### src/rtl/cpu_pkg.sv
// Shared CPU core definitions: default datapath widths, the NOP opcode
// and the occupancy encoding used by the skid-buffered pipeline stages.
package cpu_pkg;

  localparam int unsigned DEF_DATA_W     = 32;
  localparam int unsigned DEF_REG_ADDR_W = 5;
  localparam int unsigned DEF_OP_W       = 6;

  localparam logic [DEF_OP_W-1:0] DEF_NOP_OP = '0;

  typedef enum logic [1:0] {
    ST_EMPTY = 2'd0,
    ST_ONE   = 2'd1,
    ST_TWO   = 2'd2
  } skid_st_e;

endpackage

### src/rtl/stage_payload_reg.sv
// One packed payload register of a pipeline stage.
// Clear (or reset) wins over load and restores the idle pattern.
module stage_payload_reg #(
  parameter int unsigned W       = 8,
  parameter logic [W-1:0] CLR_VAL = '0
) (
  input  logic         clk,
  input  logic         rst,
  input  logic         ld_i,
  input  logic         clr_i,
  input  logic [W-1:0] d_i,
  output logic [W-1:0] q_o
);

  logic [W-1:0] pay_q;
  logic [W-1:0] pay_d;

  always_comb begin
    pay_d = pay_q;
    if (clr_i)
      pay_d = CLR_VAL;
    else if (ld_i)
      pay_d = d_i;
  end

  always_ff @(posedge clk) begin
    if (rst)
      pay_q <= CLR_VAL;
    else
      pay_q <= pay_d;
  end

  assign q_o = pay_q;

endmodule

### src/rtl/ex_mem_skid.sv
// EX->MEM pipeline stage: two-entry skid buffer with registered in_ready,
// flush and global rdy freeze. Main register is always the head entry.
module ex_mem_skid
  import cpu_pkg::*;
#(
  parameter int unsigned DATA_W     = DEF_DATA_W,
  parameter int unsigned REG_ADDR_W = DEF_REG_ADDR_W,
  parameter int unsigned OP_W       = DEF_OP_W,
  parameter logic [OP_W-1:0] NOP_OP = OP_W'(DEF_NOP_OP)
) (
  input  logic                  clk,
  input  logic                  rst,
  input  logic                  rdy,
  input  logic                  flush,
  input  logic                  in_valid,
  output logic                  in_ready,
  input  logic [DATA_W-1:0]     in_rd_data,
  input  logic [REG_ADDR_W-1:0] in_rd_addr,
  input  logic [DATA_W-1:0]     in_mem_addr,
  input  logic [OP_W-1:0]       in_op,
  output logic                  out_valid,
  input  logic                  out_ready,
  output logic [DATA_W-1:0]     out_rd_data,
  output logic [REG_ADDR_W-1:0] out_rd_addr,
  output logic [DATA_W-1:0]     out_mem_addr,
  output logic [OP_W-1:0]       out_op
);

  localparam int unsigned PW = 2*DATA_W + REG_ADDR_W + OP_W;
  localparam logic [PW-1:0] IDLE_PAY = {{(PW-OP_W){1'b0}}, NOP_OP};

  skid_st_e st_q, st_d;
  logic     in_rdy_q;

  logic          acc, cons;
  logic          main_ld, main_clr, main_from_skid;
  logic          skid_ld, skid_clr;
  logic [PW-1:0] in_pay, main_pay, skid_pay, main_din;

  assign in_pay = {in_rd_data, in_rd_addr, in_mem_addr, in_op};

  assign acc  = rdy && in_valid && in_rdy_q;
  assign cons = rdy && out_valid && out_ready;

  always_comb begin
    st_d           = st_q;
    main_ld        = 1'b0;
    main_clr       = 1'b0;
    main_from_skid = 1'b0;
    skid_ld        = 1'b0;
    skid_clr       = 1'b0;
    if (!rdy) begin
      st_d = st_q;
    end else if (flush) begin
      st_d     = ST_EMPTY;
      main_clr = 1'b1;
      skid_clr = 1'b1;
    end else begin
      unique case (st_q)
        ST_EMPTY: begin
          if (acc) begin
            st_d    = ST_ONE;
            main_ld = 1'b1;
          end
        end
        ST_ONE: begin
          if (acc && cons) begin
            main_ld = 1'b1;
          end else if (acc) begin
            st_d    = ST_TWO;
            skid_ld = 1'b1;
          end else if (cons) begin
            st_d     = ST_EMPTY;
            main_clr = 1'b1;
          end
        end
        ST_TWO: begin
          if (cons) begin
            st_d           = ST_ONE;
            main_ld        = 1'b1;
            main_from_skid = 1'b1;
            skid_clr       = 1'b1;
          end
        end
        default: st_d = ST_EMPTY;
      endcase
    end
  end

  // in_ready tracks the next state so it never sees out_ready combinationally
  always_ff @(posedge clk) begin
    if (rst) begin
      st_q     <= ST_EMPTY;
      in_rdy_q <= 1'b1;
    end else if (rdy) begin
      st_q     <= st_d;
      in_rdy_q <= (st_d != ST_TWO);
    end
  end

  assign main_din = main_from_skid ? skid_pay : in_pay;

  stage_payload_reg #(
    .W       (PW),
    .CLR_VAL (IDLE_PAY)
  ) u_main (
    .clk   (clk),
    .rst   (rst),
    .ld_i  (main_ld),
    .clr_i (main_clr),
    .d_i   (main_din),
    .q_o   (main_pay)
  );

  stage_payload_reg #(
    .W       (PW),
    .CLR_VAL (IDLE_PAY)
  ) u_skid (
    .clk   (clk),
    .rst   (rst),
    .ld_i  (skid_ld),
    .clr_i (skid_clr),
    .d_i   (in_pay),
    .q_o   (skid_pay)
  );

  assign in_ready  = in_rdy_q;
  assign out_valid = (st_q != ST_EMPTY);
  assign {out_rd_data, out_rd_addr, out_mem_addr, out_op} = main_pay;

endmodule

### config.mk
export PLATFORM = sky130hd
export DESIGN_NAME = ex_mem_skid
export DESIGN_NICKNAME = d
export VERILOG_FILES = /design/src/rtl/cpu_pkg.sv /design/src/rtl/stage_payload_reg.sv /design/src/rtl/ex_mem_skid.sv
export SDC_FILE = /design/constraint.sdc
export NUM_CORES = 1
export LEC_CHECK = 0
export CORE_MARGIN = 3
export CORE_UTILIZATION = 50
export CTS_CLUSTER_DIAMETER = 120
export DETAILED_ROUTE_END_ITERATION = 8
export GPL_TIMING_DRIVEN = 0
export PLACE_DENSITY_LB_ADDON = 0.08
export SYNTH_ARGS = -nofsm -noshare
export SYNTH_HDL_FRONTEND = slang
export SYNTH_HIERARCHICAL = 1
export SYNTH_SLANG_ARGS = --single-unit
### constraint.sdc
create_clock -name clk -period 2.55 [get_ports clk]
set_clock_uncertainty 0.2 [all_clocks]
set_input_delay 0.51 -clock clk [delete_from_list [all_inputs] [get_ports clk]]
set_output_delay 0.51 -clock clk [all_outputs]
set_load 0.01 [all_outputs]
==> impl_metrics.env <==
export IMPL_worstSetupPathType="primary input to flip-flop"
export IMPL_worstHoldStart="u_skid/q_o[4]"
export IMPL_hold_viol=0
export IMPL_cts_sinks=153
export IMPL_std_cell_rows=42
export IMPL_grt_pass1_wl_um=23700
export IMPL_yosys_top_cells_area="dfxtp_1 44%, mux2i_1 22%, mux2_4 11%"
export IMPL_drive_gt1_share_pct=18.9
export IMPL_place_gp_congestion=0.778
export IMPL_clk_latency_ns=0.41
export IMPL_cts_made_buffers=17
export IMPL_grt_pass1_vias=4889
export IMPL_final_common_cell="clkdlybuf4s50_1"
export IMPL_root_buffer="clkbuf_16"
export IMPL_power_total_mw=5.51
export IMPL_post_cts_setup_buffers=0
export IMPL_die_area_um2=15300
export IMPL_dr_pass1_iters=5
export IMPL_drv_slew=0
export IMPL_worst_pin_slew_ns=0.498
export IMPL_synthFlopType="dfxtp_1"
export IMPL_rsz0062_at_grt="no"
export IMPL_worst_slack_ns=0.188
export IMPL_yosysTopAreaCell="dfxtp_1"
export IMPL_coreArea_um2=13400
export IMPL_wl_per_cell_um=15.3
export IMPL_status="complete, no violations"
export IMPL_ys_seq_area_share_pct=44.2
export IMPL_setup_viol=0
export IMPL_antennaDiodeCount=0
export IMPL_critPathBufInv=4
export IMPL_vias=4789
export IMPL_initial_core_util_pct=51.7
export IMPL_die_h_um=124
export IMPL_tritoncts="built"
export IMPL_antenna_left=0
export IMPL_crit_path_end_kind="flip-flop"
export IMPL_mostFrequentLayoutCells="157 x clkdlybuf4s50_1, 153 x dfxtp_1, 150 x mux2i_1, 150 x nor2_1, 50 x mux2_4"
export IMPL_async_reset_ff_share_pct=0
export IMPL_dp_hpwl_um=10600
export IMPL_grt_max_degree=17
export IMPL_critPathArrivalTime_ns=2.46
export IMPL_max_stage_delay_ns=0.60
export IMPL_yosys_warnings=6
export IMPL_min_period_ns=2.36
export IMPL_fin_nets=855
export IMPL_htreeDepth=4
export IMPL_clkTransAtPathRegs_ns=0.06
export IMPL_required_ns=2.65
export IMPL_grt_use_total_pct=19.6
export IMPL_ctsHoldBuffers=0
export IMPL_die_w_um=124
export IMPL_drt_wl_total_um=14800
export IMPL_ys_ff_latch=153
export IMPL_rr_startpoint="st_q[1]"
export IMPL_start_kind="primary input"
export IMPL_cts_resized=0
export IMPL_crit_slowest_cell="clkdlybuf4s50_1"
export IMPL_dpl_worst_slack_ns=-0.223
export IMPL_drt_iter0_markers=200
export IMPL_p_per_area_nw_per_um2=590
export IMPL_ir_worst_vdd_v=0.000392
export IMPL_synth_cell_types=31
export IMPL_post_route_period_util_pct=92.6
export IMPL_port_buffers=157
export IMPL_antenna_found_initial=0
export IMPL_max_cap_violations=0
export IMPL_path_delay_family="buffers and inverters"
export IMPL_worstHoldPathType="flip-flop to flip-flop"
export IMPL_drcViolationCount=0
export IMPL_synth_area_um2=6930
export IMPL_syn2layout_area_growth_pct=34.6
export IMPL_path_cells="clkdlybuf4s50_1 > nand3b_4 > a221oi_1 > buf_6 > buf_12 > buf_12 > mux2i_1 > nor2_1"
export IMPL_synth_edf_count=0
export IMPL_postSynthAreaPerCell_um2=11.6
export IMPL_netlist_area_leader_share_pct=44.2
export IMPL_syn_inst=598
export IMPL_grt_overflow_total=0
export IMPL_fmax_mhz=423
export IMPL_relSlewSlack_pct=66.8
export IMPL_io_pins=158
export IMPL_startpoint="out_ready"
export IMPL_syn_nets=679
export IMPL_cpMostUsedCell="buf_12"
export IMPL_crit_fanout=10
export IMPL_clockBufferDepth=2
export IMPL_vias_per_cell=4.97
export IMPL_power_leakage_nw=3.37
logic make-up (layout without fill, tap and decap cells):
group	Yosys count	count (layout)	share of synthesized area, %
AO/OA/AOI/OAI	9	9	0.939
multiplexers	225	225	36.6
AND/OR/NAND/NOR	165	165	9.77
buffers and inverters	46	235	8.56
flip-flops	153	153	44.2
power breakdown:
part           total (mW)  switching [mW]  internal, mW
registers            2.44          0.0178          2.42
clock network        2.54           0.961          1.58
logic               0.522           0.202         0.320
total                5.51            1.18          4.33
state kept, by name (all words and copies together), names as in the netlist:
register    flops
u_skid/q_o     75
in_ready        1
u_main/q_o     75
st_q            2
path summary, 6_finish.rpt:
| check | to | cells after the start | slack (ns) |
|---|---|---|---|
| setup / recovery | u_main/q_o[59] | 8 | 0.19 |
| hold / removal | u_skid/q_o[4] | 2 | 0.29 |
| setup reg to reg | u_main/q_o[59] | 7 | 0.45 |
| hold reg to reg | u_skid/q_o[4] | 2 | 0.29 |
area by class of cell:
class	instances	area, µm²
plain buffers	42	578
clock buffers	20	457
clock inverters	12	149
fillers	1003	4070
inverters	4	15.0
multi-input cells	399	3280
flip-flops and latches	153	3060
well taps	176	220
repair buffers	157	1570
synthesized netlist by cell type (2+ instances only):
master,n
dfxtp_1,153
mux2i_1,150
nor2_1,150
mux2_4,50
mux2_2,25
buf_12,18
buf_6,14
buf_4,6
clkbuf_1,4
inv_1,4
a21oi_1,3
or2_1,2
tightest hold or removal path, stage by stage, from the launching register on:
cell and delay [ns]:
dfxtp_1 0.32, mux2i_1 0.06, nor2_1 0.07
routing by layer:
metal  vias up  GRT usage (%)  routed length, µm
met1      2259           23.5               6330
met3        21           5.81                947
met2       130           33.5               7240
met5         -              0                  0
li1       2379              -                  -
met4         0           6.92                249
stage by stage:
| step | utilization [%] | hold WS, ns | setup TNS, ns | instance area [µm²] | instances |
|---|---|---|---|---|---|
| detailed placement | 65.1 | 0.279 | -18.62 | 8720 | 931 |
| finish | 69.6 | 0.290 | 0 | 9330 | 963 |
| CTS | 69.6 | 0.296 | 0 | 9330 | 963 |
| global placement | 65.1 | 0.265 | -10.87 | 8720 | 931 |
| floorplan | - | 0.254 | 0 | 6930 | 598 |
| global route | 69.6 | 0.314 | 0 | 9330 | 963 |
(Power assumes the default switching activity.)
